[config.mk]
export PLATFORM = sky130hd
export DESIGN_NAME = path_delay_ctrl
export DESIGN_NICKNAME = d
export VERILOG_FILES = /design/src/rtl/path_delay_pkg.sv /design/src/rtl/path_delay_ctrl_edge_fifo.sv /design/src/rtl/path_delay_ctrl.sv
export SDC_FILE = /design/constraint.sdc
export NUM_CORES = 1
export LEC_CHECK = 0
export BUFFER_PORTS_ARGS = -buffer_cell sky130_fd_sc_hd__buf_2
export CAP_MARGIN = 10
export CORE_MARGIN = 1
export CORE_UTILIZATION = 55
export CTS_CLUSTER_SIZE = 24
export DETAILED_ROUTE_END_ITERATION = 8
export GPL_TIMING_DRIVEN = 0
export PLACE_DENSITY = 0.78
export SLEW_MARGIN = 20
export SYNTH_ARGS = -nofsm -noshare
export SYNTH_HDL_FRONTEND = slang
export SYNTH_SLANG_ARGS = --single-unit
[constraint.sdc]
create_clock -name clk -period 5 [get_ports clk]
set_input_delay 1 -clock clk [delete_from_list [all_inputs] [get_ports clk]]
set_output_delay 1 -clock clk [all_outputs]
set_load 0.1 [all_outputs]
[src/rtl/path_delay_pkg.sv]
// Shared types and reset defaults for the cycle-based pin-to-pin path delay emulator.
package path_delay_pkg;

  typedef enum logic {
    DLY_TRANSPORT = 1'b0,
    DLY_INERTIAL  = 1'b1
  } delay_mode_e;

  // Entry layout at the default 8-bit delay width; the top packs {val, due} the same way.
  localparam int ENTRY_DLY_W = 8;

  typedef struct packed {
    logic                   val;
    logic [ENTRY_DLY_W-1:0] due;
  } edge_entry_t;

  localparam int          RST_DELAY = 1;
  localparam delay_mode_e RST_MODE  = DLY_TRANSPORT;

endpackage

[src/rtl/path_delay_ctrl_edge_fifo.sv]
// Circular pending-edge buffer: push/pop, tail-drop and flush, with a combinational head.
module edge_fifo #(
  parameter  int DEPTH  = 4,
  parameter  int DATA_W = 9,
  localparam int PTR_W  = $clog2(DEPTH),
  localparam int CNT_W  = PTR_W + 1
) (
  input  logic              clk,
  input  logic              rst,
  input  logic              push,
  input  logic [DATA_W-1:0] push_data,
  input  logic              pop,
  input  logic              drop_tail,
  input  logic              flush,
  output logic [DATA_W-1:0] head_data,
  output logic [CNT_W-1:0]  count,
  output logic [CNT_W-1:0]  count_next,
  output logic              empty,
  output logic              full
);

  localparam logic [CNT_W-1:0] FULL_CNT = CNT_W'(DEPTH);

  logic [DATA_W-1:0] mem_q [DEPTH];
  logic [PTR_W-1:0]  rd_ptr_q, rd_ptr_d;
  logic [PTR_W-1:0]  wr_ptr_q, wr_ptr_d;
  logic [CNT_W-1:0]  count_q, count_d;
  logic              do_pop, do_push, do_drop;

  always_comb begin
    do_pop  = pop && (count_q != '0);
    do_drop = drop_tail && !do_pop && !flush && (count_q != '0);
    // A pop or a flush frees a slot in the same cycle, so a full buffer still accepts the push.
    do_push = push && !do_drop && ((count_q != FULL_CNT) || do_pop || flush);

    rd_ptr_d = rd_ptr_q;
    wr_ptr_d = wr_ptr_q;
    count_d  = count_q;

    if (flush) begin
      rd_ptr_d = wr_ptr_q;
      wr_ptr_d = wr_ptr_q + PTR_W'(do_push);
      count_d  = CNT_W'(do_push);
    end else begin
      rd_ptr_d = rd_ptr_q + PTR_W'(do_pop);
      wr_ptr_d = wr_ptr_q + PTR_W'(do_push) - PTR_W'(do_drop);
      count_d  = count_q + CNT_W'(do_push) - CNT_W'(do_pop) - CNT_W'(do_drop);
    end
  end

  always_ff @(posedge clk) begin
    if (rst) begin
      rd_ptr_q <= '0;
      wr_ptr_q <= '0;
      count_q  <= '0;
    end else begin
      rd_ptr_q <= rd_ptr_d;
      wr_ptr_q <= wr_ptr_d;
      count_q  <= count_d;
    end
  end

  // Storage needs no reset: slots are only read while count says they are valid.
  always_ff @(posedge clk) begin
    if (do_push) begin
      mem_q[wr_ptr_q] <= push_data;
    end
  end

  assign head_data  = mem_q[rd_ptr_q];
  assign count      = count_q;
  assign count_next = count_d;
  assign empty      = (count_q == '0);
  assign full       = (count_q == FULL_CNT);

endmodule

[src/rtl/path_delay_ctrl.sv]
// Runtime-configurable single-bit path delay: edges on din replay on dout D cycles later.
module path_delay_ctrl
  import path_delay_pkg::*;
#(
  parameter  int   DLY_W    = 8,
  parameter  int   DEPTH    = 4,
  parameter  logic INIT_VAL = 1'b0,
  localparam int   CNT_W    = $clog2(DEPTH) + 1
) (
  input  logic             clk,
  input  logic             rst,
  input  logic             cfg_we,
  input  logic [DLY_W-1:0] cfg_delay,
  input  logic             cfg_mode,
  input  logic             din,
  output logic             dout,
  output logic             busy,
  output logic [CNT_W-1:0] pending_cnt,
  output logic             overflow,
  output logic             cfg_err
);

  localparam int ENT_W = DLY_W + 1;

  logic [DLY_W-1:0] now_q, now_d;
  logic [DLY_W-1:0] delay_q, delay_d;
  delay_mode_e      mode_q, mode_d;
  logic             last_din_q, last_din_d;
  logic             dout_q, dout_d;
  logic             overflow_q, overflow_d;
  logic             cfg_err_q, cfg_err_d;
  logic             busy_q, busy_d;

  logic             edge_det, pop, push, drop_tail, flush, dout_after_pop;
  logic             fifo_empty, fifo_full;
  logic [ENT_W-1:0] head_data, push_data;
  logic [CNT_W-1:0] fifo_count, fifo_count_next;
  logic             head_val;
  logic [DLY_W-1:0] head_due, due_new;

  assign head_val = head_data[ENT_W-1];
  assign head_due = head_data[DLY_W-1:0];

  always_comb begin
    now_d      = now_q + DLY_W'(1);
    last_din_d = din;
    edge_det   = (din != last_din_q);
    due_new    = now_q + delay_q;
    push_data  = {din, due_new};

    // Due-times are monotonic, so only the head can ever be due.
    pop            = !fifo_empty && (head_due == now_q);
    dout_after_pop = pop ? head_val : dout_q;
    dout_d         = dout_after_pop;

    push       = 1'b0;
    drop_tail  = 1'b0;
    flush      = 1'b0;
    overflow_d = overflow_q;

    if (edge_det) begin
      if (mode_q == DLY_TRANSPORT) begin
        // Dropping the tail collapses the newest pulse; entries alternate so the final level survives.
        if (fifo_full && !pop) begin
          drop_tail  = 1'b1;
          overflow_d = 1'b1;
        end else begin
          push = 1'b1;
        end
      end else begin
        flush = 1'b1;
        push  = (din != dout_after_pop);
      end
    end

    delay_d   = delay_q;
    mode_d    = mode_q;
    cfg_err_d = 1'b0;

    // Config only changes while idle, which keeps queued due-times in order.
    if (cfg_we) begin
      if (busy_q) begin
        cfg_err_d = 1'b1;
      end else begin
        mode_d     = delay_mode_e'(cfg_mode);
        overflow_d = 1'b0;
        if (cfg_delay == '0) begin
          delay_d   = DLY_W'(1);
          cfg_err_d = 1'b1;
        end else begin
          delay_d = cfg_delay;
        end
      end
    end

    busy_d = (fifo_count_next != '0);
  end

  always_ff @(posedge clk) begin
    if (rst) begin
      now_q      <= '0;
      delay_q    <= DLY_W'(RST_DELAY);
      mode_q     <= RST_MODE;
      last_din_q <= INIT_VAL;
      dout_q     <= INIT_VAL;
      overflow_q <= 1'b0;
      cfg_err_q  <= 1'b0;
      busy_q     <= 1'b0;
    end else begin
      now_q      <= now_d;
      delay_q    <= delay_d;
      mode_q     <= mode_d;
      last_din_q <= last_din_d;
      dout_q     <= dout_d;
      overflow_q <= overflow_d;
      cfg_err_q  <= cfg_err_d;
      busy_q     <= busy_d;
    end
  end

  edge_fifo #(
    .DEPTH  (DEPTH),
    .DATA_W (ENT_W)
  ) u_fifo (
    .clk        (clk),
    .rst        (rst),
    .push       (push),
    .push_data  (push_data),
    .pop        (pop),
    .drop_tail  (drop_tail),
    .flush      (flush),
    .head_data  (head_data),
    .count      (fifo_count),
    .count_next (fifo_count_next),
    .empty      (fifo_empty),
    .full       (fifo_full)
  );

  assign dout        = dout_q;
  assign busy        = busy_q;
  assign pending_cnt = fifo_count;
  assign overflow    = overflow_q;
  assign cfg_err     = cfg_err_q;

endmodule
==> results of run 1 <==
timing repair:
item / in CTS / in global routing
setup buffers: 0 / 1
endpoints found under the setup margin: 0 / 3
gates resized for setup: 0 / 3
stage by stage:
step	utilization, %	instance area [µm²]	hold WS [ns]	power, W
finish	67.1	3490	0.462	0.00139
global placement	61.5	3200	0.447	0.000907
detailed placement	62.3	3240	0.456	0.000920
global route	67.1	3490	0.489	0.00145
floorplan	-	3020	0.440	0.000855
CTS	66.5	3460	0.467	0.00140
final cells by class:
type | instances | area share (%)
inverter | 15 | 1.61
buffer | 9 | 1.22
clock inverter | 7 | 2.72
timing repair buffer | 23 | 3.58
clock buffer | 9 | 3.55
tap | 70 | 2.51
sequential | 65 | 47.6
multi-input combinational | 160 | 37.2
power breakdown:
part           leakage, nW  internal (W)  switching [W]
clock                0.109      0.000280       0.000203
combinational        0.668     0.0000909       0.000166
sequential           0.573      0.000626      0.0000254
layout by cell type (no fill, tap or decap), types with 3 or more instances in the layout:
cell type / count
nor2_1: 17
edfxtp_1: 36
nor3b_1: 3
xnor2_1: 14
nor2b_1: 5
nand2_1: 20
a21oi_1: 15
mux2i_1: 4
ha_1: 14
xor2_1: 13
clkbuf_8: 9
o21bai_1: 4
nand3_1: 5
and3_1: 3
nand2b_1: 6
clkbuf_1: 5
dfxtp_1: 29
nor4_2: 4
nor3_1: 6
buf_2: 20
or4_1: 3
inv_1: 15
buf_4: 4
mux4_2: 7
cell usage after synthesis (all sizes together) (2+ instances only):
cell type,count,area share (%)
clkbuf,5,0.62
or4,4,1.1
dfxtp,29,19
mux4,7,5.2
mux2i,6,2.0
o21bai,4,1.0
and3,3,0.62
xor2,13,3.8
ha,14,5.8
nor3b,3,0.75
xnor2,14,4.1
a221oi,2,0.79
nand2b,6,1.2
nor3,6,1.0
a21o,2,0.50
nand2,20,2.5
nand3,5,0.83
buf,4,0.79
nor2,17,2.1
nor4,5,1.0
nor2b,5,1.0
edfxtp,36,36
inv,15,1.9
fa,2,1.3
a21oi,15,2.5
a211oi,2,0.50
metal layers:
metal  share of wire (%)  wire length [µm]
met1                  45              2450
met4                 2.6               138
met3                 4.4               235
met2                  48              2560
met5                   0                 0
worst max-delay path: cells and delay by family, from the launching register on:
family | cells | cell delay [ns]
fa+ha+maj | 3 | 0.77
flops | 1 | 0.35
buf+inv | 3 | 0.30
compound gates | 2 | 0.62
xor+xnor | 3 | 0.47
mux | 3 | 1.35
simple gates | 2 | 0.70
flip-flops by register name, summed over array words and instances, names as in the netlist, 2 cells and up:
register / count
u_fifo.mem_q: 36
delay_q: 8
u_fifo.wr_ptr_q: 2
u_fifo.rd_ptr_q: 2
now_q: 8
u_fifo.count: 3
logic make-up (layout without fill, tap and decap cells):
| kind of cell | after synthesis | after routing | synth area share (%) |
|---|---|---|---|
| AOI/OAI and AO/OA | 29 | 29 | 7.05 |
| xor gates and xnor gates | 27 | 27 | 7.84 |
| adders and majority gates | 16 | 16 | 7.13 |
| buffers and inverters | 24 | 63 | 3.28 |
| DFF | 65 | 65 | 55.1 |
| muxes | 13 | 13 | 7.21 |
| and+or+nand+nor | 75 | 75 | 12.4 |
worst max-delay path by stage:
stage                        from            endpoint  slack [ns]
6_report       u_fifo.rd_ptr_q[0]                busy        0.35
5_1_grt        u_fifo.rd_ptr_q[0]                busy        0.04
4_1_cts        u_fifo.rd_ptr_q[0]                busy        0.08
3_5_place_dp   u_fifo.rd_ptr_q[0]                busy         0.1
3_3_place_gp   u_fifo.rd_ptr_q[0]  u_fifo.mem_q[2][7]        0.04
2_1_floorplan  u_fifo.rd_ptr_q[0]                busy        0.70
==> run_results.csv, run 1 <==
group,metric,value,unit
cts,cts-buffers-inserted,9,
synthesis,synth_seq_cells,65,
worst_setup_path,endpoint_kind,"flip-flop",
worst_setup_path,crit_fanout,10,
sta,timing.final.crit_share,92.9,%
synthesis,synth-async-reset-ratio,0,%
worst_setup_path,cp-start-kind,"flip-flop",
routing,dr.pass1.iters,4,
worst_setup_path,path_class,"reg2reg",
routing,postRouteAntennaNets,0,
place,gp_congestion,0.810,
synthesis,syn_avg_cell_area,12.1,µm²
finish,area_growth_syn_to_layout,15.7,%
place,io_buffers,19,
floorplanning,rows,26,
cts,hold_buffers,0,
grt,grtUsageMet3,4.55,%
grt,grt-busiest-layer,"met2",
cts,cts.clk_slew.worst_paths,0.07,ns
cts,htree_levels,3,
finish,multi_input_area,1300,µm²
synthesis,ys_types,35,
finish,instances_no_fill,358,
sta,finalCriticalPeriod,4.65,ns
finish,diodes,0,
worst_setup_path,crit_chain,"buf_6 > mux4_2 > xor2_1 > or4_4 > a2111oi_4 > mux2i_4 > mux2i_2 > nor3_1 > fa_1 > inv_1 > ha_1 > inv_1 > ha_1 > xor2_1 > xnor2_1 > a221oi_2",
grt,track_usage,21.0,%
worst_setup_path,cp_slowest_cell,"or4_4",
routing,drc_errors,0,
routing,routed_wl,5370,µm
synthesis,ys.flop_type,"edfxtp_1",
place,place_ws,0.0970,ns
run_status,status,"complete, no violations",
cts,cts_max_path_buffers,2,
worst_setup_path,cp.arrival,4.91,ns
min_path,holdCritPathClass,"reg2reg",
floorplanning,die_height,76.1,µm
synthesis,synthCells,249,
cts,cts_tree,"done",
worst_setup_path,reg2reg_slack,0.35,ns
floorplanning,die_width,76.1,µm
flow_run,cap_violations,0,
floorplanning,core_area,5200,µm²
floorplanning,ios,20,
synthesis,syn-num-nets,278,
grt,grt_use_met1,28.2,%
sta,rsz0062_at_grt,"no",
min_path,hold_start,"delay_q[2]",
grt,use_met2,32.4,%
synthesis,synth-edff-count,36,
grt,grt_pass1_vias,1907,
grt,grt_max_degree,13,
worst_setup_path,r2r_cells,16,
sta,finalSetupTns,0,ns
finish,fin_nets,312,
floorplanning,start_util,58.0,%
pwr,power_leakage,1.35,nW
worst_setup_path,required,5.26,ns
synthesis,yosysWarnings,0,
finish,register_area,1660,µm²
min_path,holdPathStages,2,
sta,worst_pin_slew,0.852,ns
routing,wl_per_cell,15.0,µm
grt,antenna_found_initial,0,
routing,drt_iter0_drc,118,
grt,gr-total-overflow,0,
grt,grt_pass1_wl,9140,µm
cts,ctsRootBufferMaster,"clkbuf_8",
routing,vias,1937,
finish,fillers,408,
worst_setup_path,timing.rr.end,"busy",
place,hpwl,4010,µm
sta,setup_viol,0,
sta,relSlewSlack,43.0,%
finish,drive_gt1_share,19.8,%
floorplanning,die-area,5790,µm²
sta,max_freq,0.215,GHz
pwr,peakVddDrop,0.293,mV
min_path,min_to,"delay_q[2]",
sta,fin_ws,0.354,ns
cts,clkLatencyLatePin,0.34,ns
cts,cts.sinks,65,
place,placedCellCount,341,
sta,skew,0.00656,ns
synthesis,ys_seq_area_share,55.1,%
routing,vias_per_cell,5.41,
synthesis,synth_area,3020,µm²
pwr,p_per_area,399,nW/µm²
worst_setup_path,critical_path.max_stage_delay,0.56,ns
sta,hold_violations,0,
worst_setup_path,reg2reg_from,"u_fifo.rd_ptr_q[0]",
sta,drv_slew,0,
Note: power is estimated with default switching activity, not from simulation.
==> inputs of run 2 (changes only) <==
--- a/config.mk
+++ b/config.mk
@@ -8,11 +8,11 @@
 export BUFFER_PORTS_ARGS = -buffer_cell sky130_fd_sc_hd__buf_2
 export CAP_MARGIN = 10
 export CORE_MARGIN = 1
-export CORE_UTILIZATION = 55
+export CORE_UTILIZATION = 60
 export CTS_CLUSTER_SIZE = 24
 export DETAILED_ROUTE_END_ITERATION = 8
 export GPL_TIMING_DRIVEN = 0
-export PLACE_DENSITY = 0.78
+export PLACE_DENSITY = 0.84
 export SLEW_MARGIN = 20
 export SYNTH_ARGS = -nofsm -noshare
 export SYNTH_HDL_FRONTEND = slang
==> run 2 against run 1 <==
Compared with the run above: clock skew up 0.0038 ns; largest cell class unchanged; largest power group unchanged; critical path type unchanged; highest routed layer unchanged; global-route usage up 3.7 points; via count up 2.3%; sequential share of layout area up 0.67 points; sequential power about the same; hold slack worse by 0.0016 ns; total power down 6.3%; die area down 8.1%; clock power down 19%.
==> run_results.csv, run 2 (same netlist as run 1, synthesis figures left out) <==
group,metric,value,unit
run_status,status,"complete, no violations",
worst_setup_path,cp.arrival,4.93,ns
cts,ctsRootBufferMaster,"clkbuf_8",
sta,skew,0.0103,ns
routing,met3WireLength,262,µm
routing,routed_wl,5570,µm
sta,finalCriticalPeriod,4.68,ns
cts,cts_tree,"done",
worst_setup_path,endpoint_kind,"flip-flop",
floorplanning,core_area,4790,µm²
finish,area_growth_syn_to_layout,14.1,%
sta,relSlewSlack,24.0,%
sta,max_freq,0.214,GHz
finish,stdcell_area,3440,µm²
grt,track_usage,24.7,%
pwr,peakVddDrop,0.330,mV
worst_setup_path,crit_fanout,10,
sta,timing.final.crit_share,93.5,%
floorplanning,die_width,72.9,µm
floorplanning,ios,20,
grt,grt_pass1_vias,1935,
worst_setup_path,path_class,"reg2reg",
sta,hold_violations,0,
finish,fin_nets,312,
sta,worst_pin_slew,1.13,ns
floorplanning,die_height,72.9,µm
flow_run,cap_violations,0,
floorplanning,start_util,63.1,%
cts,clkLatencyLatePin,0.33,ns
floorplanning,rows,25,
place,io_buffers,19,
pwr,p_total,0.00130,W
routing,wl_per_cell,15.7,µm
finish,diodes,0,
pwr,power_leakage,1.33,nW
routing,drc_errors,0,
finish,reg_top3,"u_fifo.mem_q x36, delay_q x8, now_q x8",
finish,largest_register_ff_count,36,
grt,antenna_found_initial,0,
cts,cts.sinks,65,
place,post_dp_cell_area,3230,µm²
floorplanning,die-area,5320,µm²
routing,vias_per_cell,5.58,
cts,cts.clk_slew.worst_paths,0.07,ns
grt,gr-total-overflow,0,
sta,setup_viol,0,
grt,grt_max_degree,12,
routing,postRouteAntennaNets,0,
finish,utilization,71.9,%
routing,m1WireLength,2490,µm
grt,grt_pass1_wl,9290,µm
place,hpwl,4040,µm
sta,drv_slew,0,
cts,htree_levels,3,
min_path,holdCritPathClass,"reg2reg",
finish,layout_commonest_cell,"edfxtp_1",
sta,finalSetupTns,0,ns
sta,rsz0062_at_grt,"no",
finish,largest_register,"u_fifo.mem_q",
worst_setup_path,cp-start-kind,"flip-flop",
sta,fin_ws,0.324,ns
routing,top_layer,"met4",
finish,layout_common_cells,"edfxtp_1, dfxtp_1, buf_2, nand2_1, nor2_1",
routing,vias,1981,
cts,hold_buffers,0,
routing,dr_wl_met2,2710,µm
routing,drt_iter0_drc,139,
routing,dr.pass1.iters,4,
place,gp_congestion,0.828,
pwr,p_per_area,379,nW/µm²
finish,drive_gt1_share,18.8,%
finish,fillers,336,
worst_setup_path,required,5.26,ns
cts,cts-buffers-inserted,9,
place,place_ws,0.0351,ns
cts,cts_max_path_buffers,2,
## run 2: cell types whose count changed in the layout (fill, tap and decap cells not counted), sizes merged
cell	change
clkbuf	+4
clkinv	-2
bufinv	-2
## run 2: critical path, stage by stage, from the launching register on
cell and delay, ns:
dfxtp_1 0.36, buf_6 0.18, mux4_2 0.53, xor2_1 0.16, or4_4 0.56, a2111oi_4 0.42, mux2i_4 0.43, mux2i_4 0.38
nor3_1 0.13, fa_1 0.42, inv_1 0.07, ha_1 0.22, inv_1 0.06, ha_1 0.15, xor2_1 0.19, xnor2_1 0.12
a221oi_2 0.21
## run 2: layer usage
layer / global-route usage [%] / vias to the layer above
met5: 0 / -
met4: 12.4 / 0
met3: 5.52 / 10
met2: 39.4 / 57
met1: 31.9 / 958
li1: - / 956
## run 2: path summary, 6_finish.rpt
kind / from / slack (ns) / endpoint / depth (start not counted)
hold reg to reg: delay_q[5] / 0.46 / delay_q[5] / 2
setup / recovery: u_fifo.rd_ptr_q[0] / 0.32 / busy / 16
hold / removal: delay_q[5] / 0.46 / delay_q[5] / 2
setup reg to reg: u_fifo.rd_ptr_q[0] / 0.32 / busy / 16
## run 2: what timing repair did
item                                    4_1_cts  5_1_grt
endpoints found under the setup margin        0        3
buffers inserted                              0        1
resized for setup                             0        4
## run 2: where the power goes
| group | total, W | switching [W] | internal [W] |
|---|---|---|---|
| sequential | 0.000653 | 0.0000266 | 0.000627 |
| clock | 0.000394 | 0.000189 | 0.000206 |
| combinational | 0.000257 | 0.000167 | 0.0000903 |
| total | 0.00130 | 0.000382 | 0.000923 |
## run 2: final cells by class
| cell class | count | area [µm²] | area share, % |
|---|---|---|---|
| Clock inverter | 3 | 17.5 | 0.509 |
| Buffer | 9 | 42.5 | 1.24 |
| Multi-Input combinational cell | 160 | 1300 | 37.8 |
| Sequential cell | 65 | 1660 | 48.3 |
| Inverter | 15 | 56.3 | 1.64 |
| Timing Repair Buffer | 23 | 120 | 3.49 |
| Clock buffer | 13 | 159 | 4.62 |
| Tap cell | 67 | 83.8 | 2.44 |
## run 2: stage by stage
stage / hold slack [ns] / std cells
final: 0.461 / 355
after global routing: 0.489 / 355
after CTS: 0.464 / 354
after detailed placement: 0.452 / 338
after global placement: 0.447 / 335
after floorplan: 0.440 / 249
